<file path="config.mk">
export PLATFORM = sky130hd
export DESIGN_NAME = lif_soma
export DESIGN_NICKNAME = d
export VERILOG_FILES = /design/src/rtl/snn_pkg.sv /design/src/rtl/dendrite_sum.sv /design/src/rtl/lif_soma.sv
export SDC_FILE = /design/constraint.sdc
export NUM_CORES = 1
export LEC_CHECK = 0
export CAP_MARGIN = 5
export CORE_MARGIN = 1.5
export CORE_UTILIZATION = 45
export DETAILED_ROUTE_END_ITERATION = 16
export GPL_ROUTABILITY_DRIVEN = 0
export GPL_TIMING_DRIVEN = 1
export PLACE_DENSITY_LB_ADDON = 0.15
export SLEW_MARGIN = 20
export SYNTH_ARGS = -nofsm -noshare
export SYNTH_HDL_FRONTEND = slang
export SYNTH_HIERARCHICAL = 1
export SYNTH_SLANG_ARGS = --single-unit
export TNS_END_PERCENT = 5
</file>
<file path="constraint.sdc">
create_clock -name clk -period 8.87 [get_ports clk]
set_input_delay 1.774 -clock clk [delete_from_list [all_inputs] [get_ports clk]]
set_output_delay 1.774 -clock clk [all_outputs]
set_load 0.02 [all_outputs]
</file>
<file path="src/rtl/snn_pkg.sv">
// Shared spiking-neuron definitions: soma FSM states and a width-generic
// saturating adder used by every neuron stage.
package snn_pkg;

  typedef enum logic [1:0] {
    ST_INTEGRATE = 2'd0,
    ST_FIRE      = 2'd1,
    ST_REFRACT   = 2'd2
  } soma_state_e;

  // Adds two signed values and clips the result into the signed range of 'width' bits (width <= 32).
  function automatic logic signed [31:0] sat_add(input logic signed [31:0] a,
                                                 input logic signed [31:0] b,
                                                 input int unsigned       width);
    longint sum;
    longint hi;
    longint lo;
    sum = longint'(a) + longint'(b);
    hi  = (longint'(1) <<< (width - 1)) - 1;
    lo  = -hi - 1;
    if (sum > hi)      sum = hi;
    else if (sum < lo) sum = lo;
    return 32'(sum);
  endfunction

endpackage

</file>
<file path="src/rtl/dendrite_sum.sv">
// Combinational weighted adder: sums the weights of all dendrites that spiked.
// The output is wide enough that S terms of W bits can never overflow.
module dendrite_sum #(
  parameter int S = 4,
  parameter int W = 8
) (
  input  logic        [S-1:0]           dendrite_spike,
  input  logic signed [W-1:0]           weight [S-1:0],
  output logic signed [W+$clog2(S):0]   input_sum
);

  localparam int SW = W + $clog2(S) + 1;

  // NOTE: blocking '=' is correct for a combinational accumulator; clocked state elsewhere uses '<='.
  always_comb begin
    input_sum = '0;
    for (int j = 0; j < S; j++) begin
      if (dendrite_spike[j]) input_sum = input_sum + SW'(weight[j]);
    end
  end

endmodule

</file>
<file path="src/rtl/lif_soma.sv">
// Leaky integrate-and-fire soma: leaks toward zero, integrates weighted dendrite
// spikes with saturation, fires a one-cycle axon pulse, then sits out a refractory period.
module lif_soma
  import snn_pkg::*;
#(
  parameter int                S         = 4,
  parameter int                W         = 8,
  parameter int                P         = 16,
  parameter logic signed [P-1:0] THRESHOLD = 100,
  parameter int unsigned       LEAK      = 1,
  parameter logic signed [P-1:0] V_RESET   = 0,
  parameter int unsigned       REFRACT   = 3
) (
  input  logic                clk,
  input  logic                reset,
  input  logic        [S-1:0] dendrite_spike,
  input  logic signed [W-1:0] weight [S-1:0],
  output logic                spike_out,
  output logic signed [P-1:0] potential,
  output logic                refractory
);

  localparam int                SW         = W + $clog2(S) + 1;
  localparam int                CW         = (REFRACT > 0) ? $clog2(REFRACT + 1) : 1;
  localparam logic signed [P:0] LEAK_X     = (P + 1)'(LEAK);
  localparam logic [CW-1:0]     REFRACT_LD = CW'(REFRACT);

  soma_state_e          state, state_nxt;
  logic [CW-1:0]        cnt, cnt_nxt;
  logic signed [SW-1:0] input_sum;
  logic signed [P:0]    v_x;
  logic signed [P-1:0]  v_l, candidate, pot_nxt;

  dendrite_sum #(.S(S), .W(W)) u_dendrite_sum (
    .dendrite_spike (dendrite_spike),
    .weight         (weight),
    .input_sum      (input_sum)
  );

  // Leak toward zero without crossing it; one extra bit keeps the LEAK compare exact.
  always_comb begin
    v_x = {potential[P-1], potential};
    v_l = '0;
    if (v_x > LEAK_X)       v_l = P'(v_x - LEAK_X);
    else if (v_x < -LEAK_X) v_l = P'(v_x + LEAK_X);
  end

  assign candidate = P'(sat_add(32'(v_l), 32'(input_sum), P));

  // NOTE: every output of this block gets a default first, so no path can infer a latch.
  always_comb begin
    state_nxt = state;
    cnt_nxt   = cnt;
    pot_nxt   = potential;
    unique case (state)
      ST_INTEGRATE: begin
        if (candidate >= THRESHOLD) begin
          state_nxt = ST_FIRE;
          pot_nxt   = V_RESET;
        end else begin
          pot_nxt = candidate;
        end
      end
      ST_FIRE: begin
        pot_nxt = V_RESET;
        if (REFRACT > 0) begin
          state_nxt = ST_REFRACT;
          cnt_nxt   = REFRACT_LD;
        end else begin
          state_nxt = ST_INTEGRATE;
        end
      end
      ST_REFRACT: begin
        // Inputs on the cycle that leaves REFRACT are dropped, not integrated.
        pot_nxt = V_RESET;
        if (cnt <= CW'(1)) begin
          state_nxt = ST_INTEGRATE;
          cnt_nxt   = '0;
        end else begin
          cnt_nxt = cnt - CW'(1);
        end
      end
      default: state_nxt = ST_INTEGRATE;
    endcase
  end

  always_ff @(posedge clk) begin
    if (!reset) begin
      state      <= ST_INTEGRATE;
      potential  <= '0;
      cnt        <= '0;
      spike_out  <= 1'b0;
      refractory <= 1'b0;
    end else begin
      state      <= state_nxt;
      potential  <= pot_nxt;
      cnt        <= cnt_nxt;
      spike_out  <= (state == ST_INTEGRATE) && (state_nxt == ST_FIRE);
      refractory <= (state_nxt != ST_INTEGRATE);
    end
  end

endmodule

</file>
==> results of run 1 <==
-- per-stage QoR --
stage	hold slack, ns	util	power (mW)	setup TNS, ns	cells
final	0.533	0.590	2.56	0	840
after global routing	0.567	0.590	2.79	-0.175	840
after CTS	0.533	0.584	2.45	0	840
after detailed placement	0.508	0.570	2.30	-6.30	835
after global placement	0.501	0.570	2.25	-2.86	835
after floorplan	0.473	-	1.65	0	615
-- critical path: cells and delay by family --
kind / cells / cell delay (ns)
AO/OA/AOI/OAI: 12 / 2.21
XOR/XNOR: 2 / 0.44
adder cells (fa/ha/maj): 6 / 1.69
buffers and inverters: 4 / 1.01
multiplexers: 1 / 0.23
AND/OR/NAND/NOR: 8 / 1.29
-- routing by layer --
metal	part of all wire	vias to the layer above
met5	0.0010	-
met3	0.054	11
met4	0.0059	2
met1	0.50	2293
met2	0.44	151
li1	-	2477
-- what timing repair did --
action,in CTS,in global routing
endpoints found under the setup margin,12,20
pin swaps,1,6
gates cloned,0,0
resized for setup,8,17
buffers inserted,1,0
-- registers in the layout, summed over array words and instances (netlist names) --
signal,count
spike_out,1
refractory,1
potential,16
state,2
cnt,2
-- layout make-up --
type,instances,share of cell area
Clock buffer,3,0.00723
Clock inverter,1,0.00526
Inverter,22,0.0145
Multi-Input combinational cell,539,0.683
Sequential cell,22,0.0771
Tap cell,133,0.0291
Timing Repair Buffer,120,0.184
-- cell usage in the layout (no fill, tap or decap), drive strengths merged, types with 13 or more instances in the layout --
cell,n
nor2,43
xor2,17
mux2,14
xnor2,26
nand3,22
nand2,53
o21ai,52
dfxtp,22
clkdlybuf4s50,55
buf,65
ha,50
and3,13
a21oi,55
inv,22
-- where the power goes --
group	switching, mW	internal [mW]	total [mW]	leakage [nW]
Clock	0.0349	0.0604	0.0953	0.0357
Combinational	1.25	1.06	2.30	2.18
Sequential	0.0390	0.129	0.168	0.180
Total	1.32	1.25	2.56	2.40
-- worst min-delay path by stage --
stage,cells past startpoint,slack [ns],endpoint
after floorplan,2,0.47,cnt[0]$_SDFFE_PN0N_
after global placement,2,0.50,cnt[0]$_SDFFE_PN0N_
after detailed placement,2,0.51,cnt[0]$_SDFFE_PN0N_
after CTS,2,0.53,cnt[0]$_SDFFE_PN0N_
after global routing,2,0.57,cnt[0]$_SDFFE_PN0N_
final,2,0.53,cnt[0]$_SDFFE_PN0N_
-- cells by family (layout without fill, tap and decap cells) --
family | Yosys count | count (layout)
compound gates | 216 | 216
simple gates | 201 | 201
fa+ha+maj | 59 | 59
buf+inv | 54 | 146
xor+xnor | 44 | 44
flops | 22 | 22
mux | 19 | 19
==> flow_metrics.py, run 1 <==
metrics = {
    "global_route": {
        "first_global_vias": 4358,
        "grt-busiest-layer": "met2",
        "met2_usage": 0.394,
        "grt_max_degree": 22,
        "grt_use_total": 0.245,
        "met3_usage": 0.0224,
        "grt_antenna_before_repair": 1,
        "grt_pass1_wl_um": 20900,
        "grt-ovfl-total": 0,
        "grtUsageMet1": 0.364,
    },
    "clocking": {
        "htree_levels": 1,
        "cts_tree": "built",
        "clk-insertion-delay-late_ns": 0.27,
        "holdBufCountCts": 0,
        "cts.clk_slew.worst_paths_ns": 0.08,
        "cts_root_buf": "clkbuf_8",
        "cts_sinks": 22,
        "clockBufferDepth": 2,
        "cts_buffers": 3,
    },
    "routing": {
        "via_count": 4934,
        "drc_errors": 0,
        "vias_per_cell": 5.87,
        "wl_per_cell_um": 15.4,
        "first_pass_iters": 6,
        "wirelength_um": 12900,
        "drtIter0Drc": 340,
        "postRouteAntennaNets": 0,
    },
    "logic_synthesis": {
        "synth-xor-area-share": 0.0893,
        "synth_compound_area_frac": 0.321,
        "netlist-cell-type-count": 74,
        "avgSynthCellArea_um2": 7.27,
        "ys.warnings.count": 6,
        "synth_top_family_by_area": "compound AO/OA/AOI/OAI gates",
        "synth_most_common_cell": "a21oi_1",
        "synth_edf_count": 0,
        "synth_simple_gate_area_frac": 0.227,
        "synthDominantCellAreaShare": 0.140,
        "muxShareOfSynthArea": 0.0465,
        "synth_cells": 615,
        "ys_ff_latch": 22,
        "synthFlopType": "dfxtp_1",
        "synthAdderAreaFrac": 0.167,
        "syn_area_mm2": 0.00447,
        "synth.top_cells.by_count": "a21oi_1 (54), nand2_1 (53), ha_1 (50), o21ai_0 (50), nor2_1 (43)",
        "syn_nets": 706,
        "async_flop_share": 0,
        "synthDominantAreaCellType": "ha_1",
        "ys_seq_area_frac": 0.0985,
        "synthTopCellsByArea": "ha_1 (14%), dfxtp_1 (9.9%), a21oi_1 (6.0%), o21ai_0 (5.6%), xnor2_1 (5.1%)",
    },
    "setup_path": {
        "cp_data_required_time_ns": 9.04,
        "endpoint": "potential[0]$_SDFFE_PN0P_",
        "cp_common_cell": "ha_1",
        "worstSetupStartpoint": "dendrite_spike[0]",
        "start_kind": "input pin",
        "r2r_cells": 22,
        "critPathKind": "in -> reg",
        "cp-end-kind": "flop",
        "reg2reg_from": "potential[0]$_SDFFE_PN0P_",
        "r2r_slack_ns": 3.00,
        "cp.arrival_ns": 8.67,
        "cpPeakStageDelay_ns": 0.50,
        "critPathMaxFanout": 9,
        "rr_endpoint": "potential[5]$_SDFFE_PN0P_",
        "slowest_stage": "clkdlybuf4s50_1",
    },
    "finish": {
        "drive_gt1_frac": 0.157,
        "layout.nets": 799,
        "multiInputGateArea_mm2": 0.00390,
        "fillers": 887,
        "area_delta_synth_final_pct": 27.8,
        "n_antenna_cell": 0,
        "regArea_um2": 440,
        "fin_area_mm2": 0.00571,
    },
    "placed_design": {
        "hpwl_um": 10600,
        "placed_area_mm2": 0.00552,
        "port_buffers": 55,
        "dpl_worst_slack_ns": -0.473,
    },
    "min_path": {
        "hold_path_startpoint": "cnt[1]$_SDFFE_PN0N_",
        "hp-class": "reg -> reg",
    },
    "timing": {
        "tightest_slew_ns": 0.754,
        "report.final.slew_viol_count": 0,
        "fin_crit_ns": 8.50,
        "worst_slack_ns": 0.367,
        "relSlewSlack": 0.495,
        "finClkSkew_ns": 0.00351,
        "setup_viol": 0,
        "finalCritPeriodShare": 0.959,
        "timing.final.hold_violations": 0,
        "max_freq_ghz": 0.118,
    },
    "die": {
        "dieArea_mm2": 0.0105,
        "core-area_mm2": 0.00968,
        "start_util": 0.462,
        "die_x_um": 103,
        "rows": 36,
        "die_y_um": 103,
        "pin_count": 56,
    },
    "job": {
        "maxCapViolCount": 0,
    },
    "power": {
        "power_density_mw_per_mm2": 449,
        "power_leakage_nw": 2.40,
        "ir_drop_mv": 0.408,
    },
    "outcome": {
        "run_status": "complete, no violations",
    },
}
(Power assumes the default switching activity.)
==> run 2: changes to the inputs <==
--- a/config.mk
+++ b/config.mk
@@ -6,8 +6,11 @@
 export NUM_CORES = 1
 export LEC_CHECK = 0
 export CAP_MARGIN = 5
+export CELL_PAD_IN_SITES_DETAIL_PLACEMENT = 1
+export CELL_PAD_IN_SITES_GLOBAL_PLACEMENT = 1
 export CORE_MARGIN = 1.5
-export CORE_UTILIZATION = 45
+export CORE_UTILIZATION = 39
+export CTS_BUF_LIST = sky130_fd_sc_hd__clkbuf_4 sky130_fd_sc_hd__clkbuf_8
 export DETAILED_ROUTE_END_ITERATION = 16
 export GPL_ROUTABILITY_DRIVEN = 0
 export GPL_TIMING_DRIVEN = 1
==> run 2 against run 1 <==
Against the previous run:
- clock-buffer cell count stayed put
- hold slack improved by 0.013 ns
- worst setup slack worse by 0.21 ns
- clock power is 35% lower
- clock skew grew 0.0037 ns
- sequential power barely moved
- core utilization down 6.5 points
- die area increased by 15%
- total power increased by 4.6%
- critical path type unchanged
- final area grew 1.4%
- global-route usage is 2.0 points higher
==> flow_metrics.py, run 2 (synthesis results as in run 1) <==
metrics = {
    "outcome": {
        "run_status": "complete, no violations",
    },
    "timing": {
        "max_freq_ghz": 0.115,
        "finClkSkew_ns": 0.00721,
        "timing.final.hold_violations": 0,
        "setup_viol": 0,
        "report.final.slew_viol_count": 0,
        "fin_crit_ns": 8.72,
        "finalCritPeriodShare": 0.983,
        "hold_slack_ns": 0.546,
        "relSlewSlack": 0.445,
        "tightest_slew_ns": 0.830,
    },
    "routing": {
        "drc_errors": 0,
        "first_pass_iters": 4,
        "drtIter0Drc": 259,
        "via_count": 4997,
        "vias_per_cell": 5.98,
        "wirelength_um": 15900,
        "wl_per_cell_um": 19.1,
        "postRouteAntennaNets": 0,
    },
    "finish": {
        "mostFrequentLayoutCell": "clkdlybuf4s50_1",
        "regArea_um2": 440,
        "layout_common_cells": "clkdlybuf4s50_1 (54), nand2_1 (53), buf_4 (52)",
        "drive_gt1_frac": 0.175,
        "layout.nets": 789,
        "multiInputGateArea_mm2": 0.00407,
        "largest-register": "potential",
        "n_antenna_cell": 0,
        "fin_util": 0.525,
        "area_delta_synth_final_pct": 29.5,
        "reg_top3": "potential: 16 flops, cnt: 2 flops, state: 2 flops",
        "largest_reg_flops": 16,
        "fillers": 1407,
    },
    "setup_path": {
        "cp_data_required_time_ns": 9.02,
        "r2r_cells": 20,
        "path_buf_inv": 2,
        "cp.arrival_ns": 8.87,
        "slowest_stage": "o32a_2",
        "cp_common_cell": "ha_2",
        "r2r_slack_ns": 2.63,
        "critPathMaxFanout": 10,
        "path_depth": 33,
        "start_kind": "input pin",
        "critPathKind": "in -> reg",
        "crit_family": "compound AO/OA/AOI/OAI gates",
        "cp-end-kind": "flop",
        "cpPeakStageDelay_ns": 0.49,
    },
    "power": {
        "ir_drop_mv": 0.408,
        "power_density_mw_per_mm2": 464,
        "power_leakage_nw": 2.36,
    },
    "clocking": {
        "cts_buffers": 3,
        "clk-insertion-delay-late_ns": 0.26,
        "cts.clk_slew.worst_paths_ns": 0.08,
        "cts_sinks": 22,
        "cts_root_buf": "clkbuf_8",
        "htree_levels": 1,
        "cts_tree": "built",
        "clockBufferDepth": 2,
        "holdBufCountCts": 0,
    },
    "global_route": {
        "grt_antenna_before_repair": 0,
        "grt_pass1_wl_um": 25400,
        "grt_use_total": 0.265,
        "grt_max_degree": 22,
        "grt-ovfl-total": 0,
        "first_global_vias": 4939,
    },
    "min_path": {
        "hp-class": "reg -> reg",
        "hold_path_depth": 2,
    },
    "job": {
        "maxCapViolCount": 0,
    },
    "die": {
        "core-area_mm2": 0.0110,
        "die_y_um": 110,
        "die_x_um": 110,
        "start_util": 0.405,
        "rows": 38,
        "pin_count": 56,
        "dieArea_mm2": 0.0121,
    },
    "placed_design": {
        "hpwl_um": 12900,
        "port_buffers": 55,
    },
}
-- run 2: per-stage QoR --
stage	total power [mW]	std cells	setup TNS, ns	setup slack (ns)	area (um2)
CTS	2.45	832	0	0.0198	5530
floorplan	1.65	615	0	0.419	4470
global route	2.92	836	-1.12	-0.109	5790
finish	2.68	836	0	0.154	5790
detailed placement	2.32	828	-10.53	-0.776	5430
global placement	2.23	828	-2.93	-0.229	5430
-- run 2: path summary, 6_finish.rpt --
| check | from | endpoint |
|---|---|---|
| setup / recovery | weight[0] | potential[1]$_SDFFE_PN0P_ |
| hold / removal | cnt[1]$_SDFFE_PN0N_ | cnt[0]$_SDFFE_PN0N_ |
| setup reg to reg | potential[0]$_SDFFE_PN0P_ | spike_out$_SDFF_PN0_ |
| hold reg to reg | cnt[1]$_SDFFE_PN0N_ | cnt[0]$_SDFFE_PN0N_ |
-- run 2: timing repair --
action                                  CTS  global route
gates cloned                              0             1
endpoints found under the setup margin   20            20
pin swaps                                 2            13
setup buffers                             1             3
endpoints found under the hold margin     0             0
gates resized for setup                  11            47
-- run 2: metal layers --
| layer | wire length, um | GRT usage | share of wire | vias to the layer above |
|---|---|---|---|---|
| li1 | - | - | - | 2453 |
| met3 | 473 | 0.0118 | 0.030 | 14 |
| met4 | 179 | 0.0362 | 0.011 | 0 |
| met1 | 7930 | 0.386 | 0.50 | 2442 |
| met5 | 0 | 0 | 0 | - |
| met2 | 7350 | 0.441 | 0.46 | 88 |
-- run 2: final cells by class --
| class | count | area share |
|---|---|---|
| clock buffer | 3 | 0.00713 |
| inverter | 22 | 0.0143 |
| sequential | 22 | 0.0761 |
| multi-input combinational | 539 | 0.703 |
| timing repair buffer | 110 | 0.169 |
| tap | 140 | 0.0303 |
-- run 2: report_power, final --
part	internal [mW]	switching [mW]
Clock	0.0303	0.0314
Sequential	0.129	0.0415
Combinational	1.09	1.36
Total	1.25	1.44
-- run 2: worst reg2reg max path, delay by kind of cell, from the launching register on --
kind / cells / cell delay (ns)
XOR/XNOR: 1 / 0.16
flip-flops: 1 / 0.52
AO/OA/AOI/OAI: 8 / 2.56
adder cells (fa/ha/maj): 3 / 0.98
AND/OR/NAND/NOR: 8 / 1.87
==> patch 1: new RTL, flow settings as in run 2 <==
Change the parameter `REFRACT` from 3 to 5.
--- a/src/rtl/lif_soma.sv
+++ b/src/rtl/lif_soma.sv
@@ -11,3 +11,3 @@
   parameter logic signed [P-1:0] V_RESET   = 0,
-  parameter int unsigned       REFRACT   = 3
+  parameter int unsigned       REFRACT   = 5
 ) (
Formal check against the unedited RTL: not equivalent (Yosys sat finds a counterexample within 10 cycles, from zero or initial values and one cycle with reset low).
==> patch 1 against run 2 <==
  * Utilization down 1.9 points
  * Cell area fell by 0.28%
  * Area after synthesis up 1.8%
  * Sequential cell count rose by 1
  * Worst setup slack better by 0.14 ns
  * Routed wire length shrank 4.9%
  * Highest routed layer unchanged
Power is not shown: default switching activity piles up to over one toggle a cycle in this logic, so the estimate is an artifact.
==> patch 1: results (changes against run 2) <==
----------------------------------------------------
[Synth]
  Main area contributors after synthesis ... ha_1 14%, dfxtp_1 10%, a21oi_1 6.9%
  Top cell types by occurrence after synthesis ... 63 x a21oi_1, 52 x ha_1, 52 x nor2_1
  Number of distinct library cells after synthesis ... 79 (+6.8%)
  Proportion of synthesized chip area in sequential cells ... 0.1012 (+0.002638)
  Number of nets produced by synthesis ... 704 (-0.28%)
  Gate count of the mapped netlist ... 611 (-0.65%)

[Final layout]
  Largest registers in the final layout ... potential: 16 flops, cnt: 3 flops, state: 2 flops
  Number of cells in the finished layout apart from fillers ... 838 (+0.24%)
  Fraction of layout cells with a size suffix above 1 ... 0.1669 (-0.008381)

[Clock network]
  Clock insertion delay at the later pin of the skew report ... 0.28 ns (+0.02 ns)
  Post CTS Setup Buffer Count ... 0 (-1)
  Resized Gates After CTS ... 6 (-5)

[Drt]
  Iteration-0 DRC Markers ... 237 (-8.5%)
  Initial DRT Pass Iterations ... 4 (unchanged)
  Avg Vias per Cell ... 5.888 (-1.5%)
  Final wirelength ... 15150 um (-4.9%)

[Setup path]
  Standard cell with the maximum stage delay on the critical path ... clkdlybuf4s50_1
  R2R setup slack ... 2.47 ns (-0.16 ns)
  CP max stage delay ... 0.47 ns (-0.02 ns)
  Arrival time at the worst endpoint ... 8.75 ns (-0.12 ns)
  Capture point of the worst path ... potential[8]$_SDFFE_PN0P_
  Data required time at the worst endpoint ... 9.04 ns (+0.02 ns)
  Source of the worst register-to-register timing path ... potential[2]$_SDFFE_PN0P_
  Max FO, Critical Path ... 9 (-1)
  Number of cells on the worst reg-to-reg path ... 22 (+10%)
  CP Launch Point ... dendrite_spike[0]

[Timing]
  Worst max-slew margin expressed relative to the limit ... 0.4047 (-0.04013)
  Setup clock skew after layout ... 0.01089 ns (+0.003676 ns)

[Placed design]
  HPWL Detailed ... 12370 um (-3.8%)
  Total of buffers placed on input and output ports ... 55 (unchanged)
  Instance area at placement ... 0.005543 mm^2 (+2.1%)
  Placed Cells incl. Taps ... 832 (+0.48%)
  Pre-CTS worst setup slack ... -0.4861 ns (+0.2899 ns)

[Global route]
  Global-route wire length before repair ... 25180 um (-0.68%)
  Vias in the first global route ... 5059 (+2.4%)
  Tot GR Track Use ... 0.2422 (-0.02276)

[Run status]
  Outcome ... completed

----------------------------------------------------
## patch 1: area by class of cell
type	count	area (um^2)
multi-input combinational	540	4053
tap	143	178.9
clock buffer	3	41.29
fill	1439	5645
inverter	21	78.83
sequential	23	460.4
timing repair buffer	107	953.4
clock inverter	1	7.507
## patch 1: kinds of logic (layout without fill, tap and decap cells)
logic type      after synthesis  count (layout)  synth area share
xor+xnor                     40              40           0.08164
mux                          17              17           0.04178
flops                        23              23            0.1012
compound gates              215             215            0.3282
fa+ha+maj                    62              62            0.1715
buf+inv                      48             132           0.04508
simple gates                206             206            0.2306
## patch 1: metal layers
| metal | wire [um] | vias to the layer above | track usage |
|---|---|---|---|
| li1 | - | 2451 | - |
| met1 | 7395 | 2403 | 0.3432 |
| met2 | 7227 | 76 | 0.4152 |
| met3 | 487 | 4 | 0.02843 |
| met4 | 40 | 0 | 0.01097 |
| met5 | 0 | - | 0 |
## patch 1: critical path: cells and delay by family
family                     cells  cell delay, ns
buffers and inverters          8            1.53
xor gates and xnor gates       2            0.49
muxes                          2            0.53
AOI/OAI and AO/OA             13            2.54
adders and majority gates      5            1.50
and+or+nand+nor                3            0.36
## patch 1: how the worst min path moves through the flow
stage	start	endpoint	slack, ns	cells after the start
floorplan	state[0]$_SDFF_PN0_	state[0]$_SDFF_PN0_	0.50	2
finish	state[1]$_SDFF_PN0_	state[1]$_SDFF_PN0_	0.57	2
global route	potential[1]$_SDFFE_PN0P_	potential[1]$_SDFFE_PN0P_	0.59	2
CTS	state[1]$_SDFF_PN0_	state[1]$_SDFF_PN0_	0.57	2
global placement	cnt[2]$_SDFFE_PN0N_	cnt[2]$_SDFFE_PN0N_	0.53	2
detailed placement	state[1]$_SDFF_PN0_	state[1]$_SDFF_PN0_	0.56	2
==> patch 2: new RTL, config.mk and constraints of run 2 <==
Without the edit above. Put one more register stage on the output `potential`, with the module's reset. The value now appears one clock later. The other outputs are not delayed to match.
--- a/src/rtl/lif_soma.sv
+++ b/src/rtl/lif_soma.sv
@@ -27,2 +27,4 @@
 
+  logic signed [P-1:0] potential_s0;
+
   soma_state_e          state, state_nxt;
@@ -41,3 +43,3 @@
   always_comb begin
-    v_x = {potential[P-1], potential};
+    v_x = {potential_s0[P-1], potential_s0};
     v_l = '0;
@@ -53,3 +55,3 @@
     cnt_nxt   = cnt;
-    pot_nxt   = potential;
+    pot_nxt   = potential_s0;
     unique case (state)
@@ -89,3 +91,3 @@
       state      <= ST_INTEGRATE;
-      potential  <= '0;
+      potential_s0 <= '0;
       cnt        <= '0;
@@ -95,3 +97,3 @@
       state      <= state_nxt;
-      potential  <= pot_nxt;
+      potential_s0 <= pot_nxt;
       cnt        <= cnt_nxt;
@@ -102,2 +104,10 @@
 
+  always_ff @(posedge clk) begin
+    if (!reset) begin
+      potential <= '0;
+    end else begin
+      potential <= potential_s0;
+    end
+  end
+
 endmodule
Check against the original RTL: not equivalent (a bounded check fails within 4 cycles, from zero or initial values and one cycle with reset low).
==> patch 2 against run 2 <==
  * Worst setup slack gained 0.20 ns
  * Cell area grew 1.9%
  * Clock skew grew 0.0029 ns
  * Sequential cell count grew 16
  * Routed wire length shrank 7.7%
  * Synthesized cell count grew 0.65%
  * Area after synthesis grew 6.6%
  * Count of clock-buffer cells in the layout grew 4
  * Largest cell class unchanged
  * Critical path depth grew 2
  * Total power shrank 13%
  * Sequential power grew 40%
==> patch 2: results (changes against run 2) <==
----------------------------------------------------
[Placed design]
  Instance area at placement ... 0.005682 mm^2 (+4.7%)

[Final layout]
  Multi-input combinational cell count ... 527 (-2.2%)
  Signal inverters ... 20 (-9.1%)
  Clock tree buffer count of the final layout ... 7 (+4)
  Layout non-clock buf frac ... 0.1603 (-0.008487)
  Number of fillers in the final layout ... 1482 (+5.3%)
  Largest registers in the final layout ... potential: 16 flops, potential_s0: 16 flops
  Proportion of cell area occupied by multi-input gates ... 0.6476 (-0.05590)
  Total of plain and repair buffers excluding clock buffers ... 106 (-3.6%)

[Clock network]
  Clock insertion delay at the later pin of the skew report ... 0.29 ns (+0.03 ns)
  H-tree lvl count ... 2 (+1)

[Drt]
  Amount of wire on met3 after detailed routing ... 332 um (-30%)
  DRT met1 WL ... 6339 um (-20%)
  WL met2 ... 7669 um (+4.3%)
  Iteration-0 DRC Markers ... 194 (-25%)

[Global route]
  Global-route wire length before repair ... 24230 um (-4.4%)
  Tot GR Track Use ... 0.2268 (-0.03810)

[Run status]
  Outcome ... completed

[Power and ir drop]
  Worst voltage drop across the vdd grid ... 0.2534 mV (-38%)
  Leakage component of the power ... 0.002543 uW (+8.0%)
  Pwr Density ... 396.9 mW/mm^2 (-14%)

[Setup path]
  Max FO, Critical Path ... 11 (+1)
  Arrival time at the worst endpoint ... 8.69 ns (-0.18 ns)
  CP Launch Point ... dendrite_spike[0]
  R2R setup slack ... 2.43 ns (-0.20 ns)
  Source of the worst register-to-register timing path ... potential_s0[0]$_SDFFE_PN0P_

[Timing]
  Worst max-slew margin expressed relative to the limit ... 0.3833 (-0.06160)
  Setup clock skew after layout ... 0.01015 ns (+0.002940 ns)
  Hold_ws ... 0.5483 ns (+0.002763 ns)

[Synth]
  Number of storage elements in the synthesis netlist ... 38 (+73%)
  Number of nets produced by synthesis ... 710 (+0.57%)
  Gate count of the mapped netlist ... 619 (+0.65%)
  Top cell types by occurrence after synthesis ... 54 x a21oi_1, 50 x ha_1, 49 x nand2_1

[Floorplan]
  Width of the chip ... 113.5 um (+3.2%)

----------------------------------------------------
patch 2: cell count changes in the layout (fill, tap and decap cells not counted), sizes merged, moves of 5 or more:
cell | run 2 | this run
dfxtp | 22 | 38
maj3 | 6 | 1
or2 | 6 | 1
xnor2 | 26 | 21
and2 | 10 | 23
nor3 | 11 | 18
o21ai | 52 | 42
patch 2: what timing repair did:
item / CTS / global route
setup buffers: 0 / 3
setup endpoints to repair: 2 / 20
pin swaps: 0 / 7
resized for setup: 3 / 15
patch 2: worst min-delay path, stage by stage, from the launching register on:
cell and delay [ns]:
dfxtp_1 0.34, nand2b_1 0.08, a31oi_1 0.08
patch 2: per-stage QoR:
stage	total power (uW)	worst slack [ns]
finish	2342	0.3574
global placement	2078	-0.05221
CTS	2299	0.01118
floorplan	1521	0.3658
global route	2563	-0.02381
detailed placement	2137	-0.3137
patch 2: power by group:
| group | switching [uW] | leakage (uW) | total (uW) | internal (uW) |
|---|---|---|---|---|
| combinational | 1080 | 0.00217 | 1950 | 875 |
| clock | 59.3 | 0.0000593 | 150 | 90.3 |
| sequential | 36.6 | 0.000309 | 239 | 202 |
| total | 1170 | 0.00254 | 2340 | 1170 |
patch 2: cell families (layout without fill, tap and decap cells):
| group | Yosys count | in the layout | synth area share |
|---|---|---|---|
| buffers and inverters | 54 | 134 | 0.05592 |
| AOI/OAI and AO/OA | 211 | 211 | 0.3014 |
| xor gates and xnor gates | 40 | 40 | 0.07797 |
| and+or+nand+nor | 207 | 207 | 0.2245 |
| muxes | 15 | 15 | 0.03466 |
| DFF | 38 | 38 | 0.1596 |
| adders and majority gates | 54 | 54 | 0.1460 |
